### src/rtl/truth_table_capture_if.sv
// rtl/truth_table_capture_if.sv - control/status bundle for truth_table_capture
// Optional mismatch_cnt member exists only with TRUTH_TABLE_MISMATCH_CNT_EN.
interface truth_table_capture_if;
    logic        start;
    logic [15:0] expected;
    logic [15:0] table_out;
    logic        busy;
    logic        done;
    logic        pass;
`ifdef TRUTH_TABLE_MISMATCH_CNT_EN
    logic [4:0]  mismatch_cnt;

    modport master (
        output start, expected,
        input  table_out, busy, done, pass, mismatch_cnt
    );
    modport slave (
        input  start, expected,
        output table_out, busy, done, pass, mismatch_cnt
    );
`else
    modport master (
        output start, expected,
        input  table_out, busy, done, pass
    );
    modport slave (
        input  start, expected,
        output table_out, busy, done, pass
    );
`endif
endinterface

### src/rtl/truth_table_capture.sv
// rtl/truth_table_capture.sv - sweeps a 4-input circuit through all 16 vectors and captures its truth table
// Optional feature macro: TRUTH_TABLE_MISMATCH_CNT_EN adds ctl.mismatch_cnt.
module truth_table_capture #(
    parameter int DWELL = 50
) (
    input  logic                  clk,
    input  logic                  rst_n,
    truth_table_capture_if.slave  ctl,
    output logic                  a,
    output logic                  b,
    output logic                  c,
    output logic                  d,
    input  logic                  F
);

    localparam logic [9:0] LAST_COUNT = 10'(DWELL - 1);

    typedef enum logic [1:0] {
        IDLE  = 2'd0,
        SWEEP = 2'd1,
        DONE  = 2'd2
    } state_t;

    state_t      state;
    logic [3:0]  idx;
    logic [9:0]  count;
    logic [15:0] exp_q;
    logic [15:0] table_q;
    logic [3:0]  vec_q;
    logic        busy_q;
    logic        done_q;
    logic        pass_q;

    logic [15:0] table_next;
    logic        dwell_end;
    logic        sweep_end;

    // Table as it will look once the current vector's sample lands.
    always_comb begin
        table_next      = table_q;
        table_next[idx] = F;
    end

    assign dwell_end = (state == SWEEP) && (count == LAST_COUNT);
    assign sweep_end = dwell_end && (idx == 4'd15);

    always_ff @(posedge clk or negedge rst_n) begin
        if (!rst_n) begin
            state   <= IDLE;
            idx     <= 4'd0;
            count   <= 10'd0;
            exp_q   <= 16'h0000;
            table_q <= 16'h0000;
            vec_q   <= 4'd0;
            busy_q  <= 1'b0;
            done_q  <= 1'b0;
            pass_q  <= 1'b0;
        end else begin
            case (state)
                IDLE: begin
                    done_q <= 1'b0;
                    if (ctl.start) begin
                        state   <= SWEEP;
                        exp_q   <= ctl.expected;
                        idx     <= 4'd0;
                        count   <= 10'd0;
                        table_q <= 16'h0000;
                        pass_q  <= 1'b0;
                        vec_q   <= 4'd0;
                        busy_q  <= 1'b1;
                    end
                end
                SWEEP: begin
                    if (dwell_end) begin
                        table_q <= table_next;
                        count   <= 10'd0;
                        if (idx == 4'd15) begin
                            // Result is judged on the completed table, including the bit sampled now.
                            state  <= DONE;
                            idx    <= 4'd0;
                            vec_q  <= 4'd0;
                            busy_q <= 1'b0;
                            done_q <= 1'b1;
                            pass_q <= (table_next == exp_q);
                        end else begin
                            idx   <= idx + 4'd1;
                            vec_q <= idx + 4'd1;
                        end
                    end else begin
                        count <= count + 10'd1;
                    end
                end
                DONE: begin
                    done_q <= 1'b0;
                    state  <= IDLE;
                end
                default: begin
                    state  <= IDLE;
                    busy_q <= 1'b0;
                    done_q <= 1'b0;
                    vec_q  <= 4'd0;
                end
            endcase
        end
    end

    assign {a, b, c, d}  = vec_q;
    assign ctl.table_out = table_q;
    assign ctl.busy      = busy_q;
    assign ctl.done      = done_q;
    assign ctl.pass      = pass_q;

`ifdef TRUTH_TABLE_MISMATCH_CNT_EN
    logic [4:0] mism_q;

    function automatic logic [4:0] popcount16(input logic [15:0] v);
        logic [4:0] n;
        n = 5'd0;
        for (int i = 0; i < 16; i++) begin
            n = n + {4'd0, v[i]};
        end
        return n;
    endfunction

    always_ff @(posedge clk or negedge rst_n) begin
        if (!rst_n) begin
            mism_q <= 5'd0;
        end else if ((state == IDLE) && ctl.start) begin
            mism_q <= 5'd0;
        end else if (sweep_end) begin
            mism_q <= popcount16(table_next ^ exp_q);
        end
    end

    assign ctl.mismatch_cnt = mism_q;
`endif

endmodule

### src/flat_wrapper.sv
// flat-port wrapper written by rule: the top's interface ports become plain ports
module truth_table_capture_flat 
#(
    parameter int DWELL = 50
)
  (clk, rst_n, a, b, c, d, F, ctl_start, ctl_expected, ctl_table_out, ctl_busy, ctl_done, ctl_pass);
  truth_table_capture_if ctl_i ();
  input  logic clk;
  input  logic rst_n;
  output logic a;
  output logic b;
  output logic c;
  output logic d;
  input  logic F;
  input wire logic [$bits(ctl_i.start)-1:0] ctl_start;
  input wire logic [$bits(ctl_i.expected)-1:0] ctl_expected;
  output wire logic [$bits(ctl_i.table_out)-1:0] ctl_table_out;
  output wire logic [$bits(ctl_i.busy)-1:0] ctl_busy;
  output wire logic [$bits(ctl_i.done)-1:0] ctl_done;
  output wire logic [$bits(ctl_i.pass)-1:0] ctl_pass;
  assign ctl_i.start = ctl_start;
  assign ctl_i.expected = ctl_expected;
  assign ctl_table_out = ctl_i.table_out;
  assign ctl_busy = ctl_i.busy;
  assign ctl_done = ctl_i.done;
  assign ctl_pass = ctl_i.pass;
  truth_table_capture #(.DWELL(DWELL)) u_core (.clk(clk), .rst_n(rst_n), .ctl(ctl_i), .a(a), .b(b), .c(c), .d(d), .F(F));
endmodule
### config.mk
export PLATFORM = sky130hd
export DESIGN_NAME = truth_table_capture_flat
export DESIGN_NICKNAME = d
export VERILOG_FILES = /design/src/rtl/truth_table_capture_if.sv /design/src/rtl/truth_table_capture.sv /design/src/flat_wrapper.sv
export SDC_FILE = /design/constraint.sdc
export NUM_CORES = 1
export LEC_CHECK = 0
export BUFFER_PORTS_ARGS = -buffer_cell sky130_fd_sc_hd__clkbuf_2
export CELL_PAD_IN_SITES_DETAIL_PLACEMENT = 0
export CELL_PAD_IN_SITES_GLOBAL_PLACEMENT = 1
export CORE_UTILIZATION = 25
export DETAILED_ROUTE_END_ITERATION = 8
export PLACE_DENSITY_LB_ADDON = 0.1
export SKIP_CTS_REPAIR_TIMING = 1
export SYNTH_ARGS = -nofsm -noshare
export SYNTH_HDL_FRONTEND = slang
export SYNTH_SLANG_ARGS = --single-unit
export TNS_END_PERCENT = 5
### constraint.sdc
create_clock -name clk -period 3.41 [get_ports clk]
set_input_delay 0.5115 -clock clk [delete_from_list [all_inputs] [get_ports clk]]
set_output_delay 0.5115 -clock clk [all_outputs]
set_load 0.01 [all_outputs]
==> results of run 1 <==
## where the power goes
group	switching, mW	internal [mW]
Clock	0.246	0.366
Sequential	0.00871	0.659
Combinational	0.0379	0.0268
## worst paths after layout
path,start,end,depth (start not counted)
max reg2reg,u_core.idx[0],u_core.ctl.pass,7
min in group clk,ctl_expected[9],u_core.exp_q[9],3
min reg2reg,u_core.ctl.busy,u_core.ctl.busy,1
min,rst_n,u_core.vec_q[1],1
max,u_core.idx[0],u_core.ctl.pass,7
max in group asynchronous,rst_n,u_core.ctl.pass,2
## cells in the mapped netlist, types with 6 or more instances
master,count
nand3b_1,6
mux2i_1,9
xor2_1,10
nor2b_1,10
dfrtp_1,55
nand2_1,59
nor2_1,23
o21ai_1,18
ha_1,6
o21ai_0,33
inv_1,12
clkbuf_1,11
nand3_1,12
## layout make-up
type / instances / share of cell area (%)
Clock buffer: 6 / 3.85
Clock inverter: 2 / 0.971
Inverter: 12 / 1.25
Multi-Input combinational cell: 262 / 43.6
Sequential cell: 55 / 38.1
Tap cell: 147 / 5.10
Timing Repair Buffer: 48 / 7.07
## stage by stage
step,cells,hold slack (ps)
after global placement,524,463
after global routing,532,154
final,532,132
after CTS,532,143
after floorplan,345,216
after detailed placement,524,462
## critical path, stage by stage (launching register included)
cell     delay [ps]
dfrtp_1         430
inv_1           150
ha_1            320
nor3b_1         690
o32ai_1         170
nor4_1          410
nand4_1         140
o31ai_1         240
## flip-flops by register name, indices dropped and copies added, names as in the netlist
signal                flops
u_core.count             10
u_core.ctl.busy           1
u_core.ctl.done           1
u_core.ctl.pass           1
u_core.ctl.table_out     16
u_core.exp_q             16
u_core.idx                4
u_core.state              2
u_core.vec_q              4
## logic make-up after synthesis
group / Yosys count / synth area share (%)
muxes: 11 / 3.65
AOI/OAI and AO/OA: 85 / 16.8
DFF: 55 / 44.6
xor gates and xnor gates: 15 / 4.26
and+or+nand+nor: 145 / 23.9
buffers and inverters: 28 / 4.38
adders and majority gates: 6 / 2.43
## layer usage
layer	wire (um)	share of wire (%)	global-route usage (%)
met5	0	0	0
met4	85	0.94	3.68
met3	273	3.0	2.46
met2	3780	42	21.6
met1	4920	54	23.6
==> results.py, run 1 <==
metrics = {
    "cells_and_area": {
        "antenna_cells": 0,
        "multi_input_area_mm2": 0.00157,
        "final_net_count": 410,
        "fill_cells": 1304,
        "utilization_pct": 30.0,
        "seqCellArea_mm2": 0.00138,
        "final_cell_area_mm2": 0.00361,
        "final_common_cell": "nand2_1",
        "area_growth_pct": 17.0,
        "mostFrequentLayoutCells": "nand2_1, dfrtp_1, clkbuf_2",
        "final_layout_size_suffix_gt1_share_pct": 16.9,
    },
    "clock_tree": {
        "cts.sinks": 55,
        "clock_tree.root_cell": "clkbuf_16",
        "cts-htree-levels": 2,
        "clock_latency_ps": 300,
        "numCtsBuffers": 5,
        "clk_pin_slew_ps": 70,
        "clockBufferDepth": 2,
        "cts_tree": "yes",
    },
    "timing": {
        "fin_crit_sh_pct": 77.2,
        "post-route-min-period_ps": 2630,
        "grt_setup_unrepaired": "no",
        "tightest_slew_ps": 786,
        "fin_ws_ps": 777,
        "clock.fmax_mhz": 380,
        "tns_ps": 0,
        "drv_slew": 0,
        "hold_violations": 0,
        "maxSlewHeadroom_pct": 47.5,
        "setup_viol": 0,
        "finalClockSkew_ps": 6.60,
    },
    "synthesis": {
        "synthFlopType": "dfrtp_1",
        "synth_top_cell_area_share_pct": 44.6,
        "synth_top_area_cell": "dfrtp_1",
        "ys_warn_count": 0,
        "synth_area_leaders": "dfrtp_1, nand2_1, o21ai_0",
        "syn-cell-area_mm2": 0.00309,
        "syn_inst": 345,
        "synth.distinct_cells": 48,
        "syn_avg_cell_area_um2": 8.94,
        "synth-seq-cells": 55,
        "synth_edf_count": 0,
        "seq_area_frac_synth_pct": 44.6,
        "synthArstFlopShare_pct": 100,
        "syn_nets": 371,
    },
    "worst_setup_path": {
        "r2r_setup_slack_ps": 780,
        "cp_max_fo": 6,
        "required_ps": 3610,
        "setup.worst_path.class": "flip-flop to flip-flop",
        "cp.arrival_ps": 2830,
        "endpoint_kind": "flip-flop",
        "startpoint_type": "flip-flop",
    },
    "status": {
        "status": "finished clean",
    },
    "detailed_routing": {
        "antenna_left": 0,
        "vias": 2633,
        "detail_route.wl_per_cell_um": 17.0,
        "drc": 0,
        "viasPerCell": 4.95,
        "drt_pass1_iterations": 4,
        "drt-total-wl_um": 9060,
        "drt-initial-drc-count": 126,
    },
    "global_routing": {
        "grt_pass1_vias": 2545,
        "antenna_found_initial": 0,
        "grt_pass1_wl_um": 14900,
        "track_usage_pct": 15.2,
        "gr-total-overflow": 0,
        "grt_start_max_net_pins": 25,
    },
    "flow_run": {
        "cap_violations": 0,
    },
    "power": {
        "vdd_ir_drop_max_mv": 0.172,
        "p_total_mw": 1.35,
        "p_leak_nw": 1.65,
        "powerDensity_mw_per_mm2": 373,
    },
    "placed_design": {
        "hpwlAfterDp_um": 6660,
        "post-place-ws_ps": 809,
        "port-buffer-count": 42,
        "globalplace.congestion": 0.816,
        "dpl-instance-area_mm2": 0.00343,
    },
    "die": {
        "die_area_mm2": 0.0128,
        "fp.coreArea_mm2": 0.0120,
        "die_w_um": 113,
        "initial_utilization_pct": 25.7,
        "die_y_um": 113,
        "io_pins": 43,
        "core.rowCount": 40,
    },
    "hold_path": {
        "hp-class": "primary input to asynchronous set/reset pin",
    },
}
No activity file was read; power rests on OpenSTA's default activity.
==> run 2: changes to the inputs <==
--- a/config.mk
+++ b/config.mk
@@ -5,6 +5,7 @@
 export SDC_FILE = /design/constraint.sdc
 export NUM_CORES = 1
 export LEC_CHECK = 0
+export ABC_AREA = 1
 export BUFFER_PORTS_ARGS = -buffer_cell sky130_fd_sc_hd__clkbuf_2
 export CELL_PAD_IN_SITES_DETAIL_PLACEMENT = 0
 export CELL_PAD_IN_SITES_GLOBAL_PLACEMENT = 1
==> constraint.sdc (replaced) <==
create_clock -name clk -period 2.7 [get_ports clk]
set_input_delay 0.405 -clock clk [delete_from_list [all_inputs] [get_ports clk]]
set_output_delay 0.405 -clock clk [all_outputs]
set_load 0.01 [all_outputs]
==> run 2 against run 1 <==
  * Critical path depth rose by 3
  * Utilization rose by 0.14 points
  * Non-clock buffer count did not move
  * Register-to-register slack got worse by 160 ps
  * Critical endpoint unchanged
  * Worst setup slack got worse by 160 ps
  * Flip-flop and latch count did not move
  * Die area did not move
  * Combinational power fell by 32%
  * Largest power group unchanged
  * Highest routed layer unchanged
  * Cell count rose by 13%
==> results.py, run 2 <==
metrics = {
    "synthesis": {
        "ys_warn_count": 0,
        "synthTopCellsByCount": "nand2_1, nand3_1, dfrtp_1, inv_1, o21ai_0",
        "yosysMostFrequentCell": "nand2_1",
        "synth_top_family_by_area": "simple AND/OR/NAND/NOR gates",
        "synth_top_cell_area_share_pct": 44.6,
        "synth_area_leaders": "dfrtp_1, nand2_1, nand3_1",
        "seq_area_frac_synth_pct": 44.6,
        "synthArstFlopShare_pct": 100,
        "synth.mux.area_fraction_pct": 0,
        "syn_avg_cell_area_um2": 7.47,
        "synth-compound-area-share_pct": 9.89,
        "synth-xor-area-share_pct": 1.42,
        "syn_inst": 413,
        "synth_edf_count": 0,
        "synth_simple_gate_area_share_pct": 31.9,
        "syn_nets": 439,
        "synth_adder_area_share_pct": 2.43,
        "synth-seq-cells": 55,
        "synth.distinct_cells": 24,
        "synthFlopType": "dfrtp_1",
        "synth_top_area_cell": "dfrtp_1",
        "syn-cell-area_mm2": 0.00309,
    },
    "global_routing": {
        "grt_start_max_net_pins": 35,
        "use_met2_pct": 25.9,
        "gr-total-overflow": 0,
        "grt_pass1_wl_um": 15100,
        "busiest_layer": "met2",
        "track_usage_pct": 15.5,
        "grt_pass1_vias": 2765,
        "met3_usage_pct": 2.41,
        "use_met1_pct": 20.9,
        "antenna_found_initial": 0,
    },
    "placed_design": {
        "port-buffer-count": 42,
        "dpl-instance-area_mm2": 0.00345,
        "post-place-ws_ps": 651,
        "dpl.cell_count": 592,
        "globalplace.congestion": 0.724,
        "hpwlAfterDp_um": 6650,
    },
    "timing": {
        "post-route-min-period_ps": 2080,
        "holdWs_ps": 131,
        "grt_setup_unrepaired": "no",
        "hold_violations": 0,
        "setup_viol": 0,
        "clock.fmax_mhz": 481,
        "finalClockSkew_ps": 7.45,
        "drv_slew": 0,
        "fin_crit_sh_pct": 77.0,
        "tns_ps": 0,
        "fin_ws_ps": 620,
        "maxSlewHeadroom_pct": 46.7,
        "tightest_slew_ps": 800,
    },
    "die": {
        "initial_utilization_pct": 25.7,
        "die_area_mm2": 0.0128,
        "fp.coreArea_mm2": 0.0120,
        "die_w_um": 113,
        "io_pins": 43,
        "core.rowCount": 40,
        "die_y_um": 113,
    },
    "worst_setup_path": {
        "setup.worst_path.class": "flip-flop to flip-flop",
        "required_ps": 2940,
        "slowest_delay_ps": 860,
        "reg2regPathDepth": 10,
        "slowest_stage": "dfrtp_1",
        "cp.arrival_ps": 2320,
        "cp_max_fo": 18,
        "crit_top_cell": "nand2_1",
        "path_cells": "nand2_1, nor2_1, nand2_1, nand3_1, nand2_1, nor2_1, nand2_1, nor2_1, nand3_1, nand2_1",
        "endpoint_kind": "flip-flop",
        "startpoint_type": "flip-flop",
    },
    "power": {
        "p_total_mw": 1.65,
        "vdd_ir_drop_max_mv": 0.320,
        "powerDensity_mw_per_mm2": 455,
        "p_leak_nw": 1.94,
    },
    "clock_tree": {
        "cts_tree": "yes",
        "clock_tree.root_cell": "clkbuf_16",
        "cts.sinks": 55,
        "clockBufferDepth": 2,
        "cts-htree-levels": 2,
        "clk_pin_slew_ps": 80,
        "clock_latency_ps": 300,
        "numCtsBuffers": 5,
    },
    "hold_path": {
        "hp-class": "primary input to asynchronous set/reset pin",
    },
    "cells_and_area": {
        "final_cells": 600,
        "final_layout_size_suffix_gt1_share_pct": 16.1,
        "final_common_cell": "nand2_1",
        "area_growth_pct": 17.5,
        "final_cell_area_mm2": 0.00362,
        "antenna_cells": 0,
        "multi_input_area_mm2": 0.00141,
        "mostFrequentLayoutCells": "nand2_1, nand3_1, dfrtp_1",
        "final_net_count": 478,
        "fill_cells": 1339,
        "utilization_pct": 30.2,
        "seqCellArea_mm2": 0.00138,
    },
    "detailed_routing": {
        "detail_route.wl_per_cell_um": 15.3,
        "drc": 0,
        "vias": 2771,
        "drt_pass1_iterations": 4,
        "viasPerCell": 4.62,
        "drt-initial-drc-count": 118,
        "drt-total-wl_um": 9180,
        "antenna_left": 0,
    },
    "status": {
        "status": "finished clean",
    },
    "flow_run": {
        "cap_violations": 0,
    },
}
## run 2: changes by cell type in the layout (fill, tap and decap cells not counted), moves of 10 or more
cell     before  now
nand2_1      59  125
nand3_1      12   56
inv_1        12   52
o21ai_1      18    3
o22ai_1       2   17
nor2b_1      10    0
## run 2: path summary, 6_finish.rpt
check                                       from                      end  slack [ps]
worst max-delay path               u_core.idx[2]          u_core.ctl.pass         620
worst min-delay path                       rst_n          u_core.exp_q[5]         130
worst max register to register     u_core.idx[2]          u_core.ctl.pass         620
worst min register to register   u_core.vec_q[3]          u_core.vec_q[3]         490
max in group asynchronous                  rst_n  u_core.ctl.table_out[3]        1940
min in group clk                ctl_expected[13]         u_core.exp_q[13]         310
## run 2: worst max-delay path: cells and delay by family, from the launching register on
kind / cells / cell delay, ps
flip-flops: 1 / 860
AND/OR/NAND/NOR: 10 / 1150
## run 2: area by class of cell
class                           count  area share, %
Clock buffer                        6           3.83
Clock inverter                      2          0.967
Inverter                           57           5.90
Multi-Input combinational cell    285           38.9
Sequential cell                    55           38.0
Tap cell                          147           5.07
Timing Repair Buffer               48           7.39
## run 2: cells by family after synthesis
logic type | Yosys count
compound gates | 53
xor+xnor | 5
fa+ha+maj | 6
buf+inv | 73
flops | 55
simple gates | 221
## run 2: power breakdown
group / switching (mW) / leakage, nW / internal, mW / total [mW]
clock network: 0.320 / 0.0868 / 0.463 / 0.783
logic: 0.0304 / 1.26 / 0.0136 / 0.0440
registers: 0 / 0.592 / 0.823 / 0.823
total: 0.351 / 1.94 / 1.30 / 1.65
## run 2: metal layers
| metal | up-vias | wire [um] | part of all wire, % |
|---|---|---|---|
| met2 | 46 | 4340 | 47 |
| met3 | 8 | 297 | 3.2 |
| met5 | - | 0 | 0 |
| li1 | 1421 | - | - |
| met1 | 1296 | 4450 | 49 |
| met4 | 0 | 90 | 0.98 |
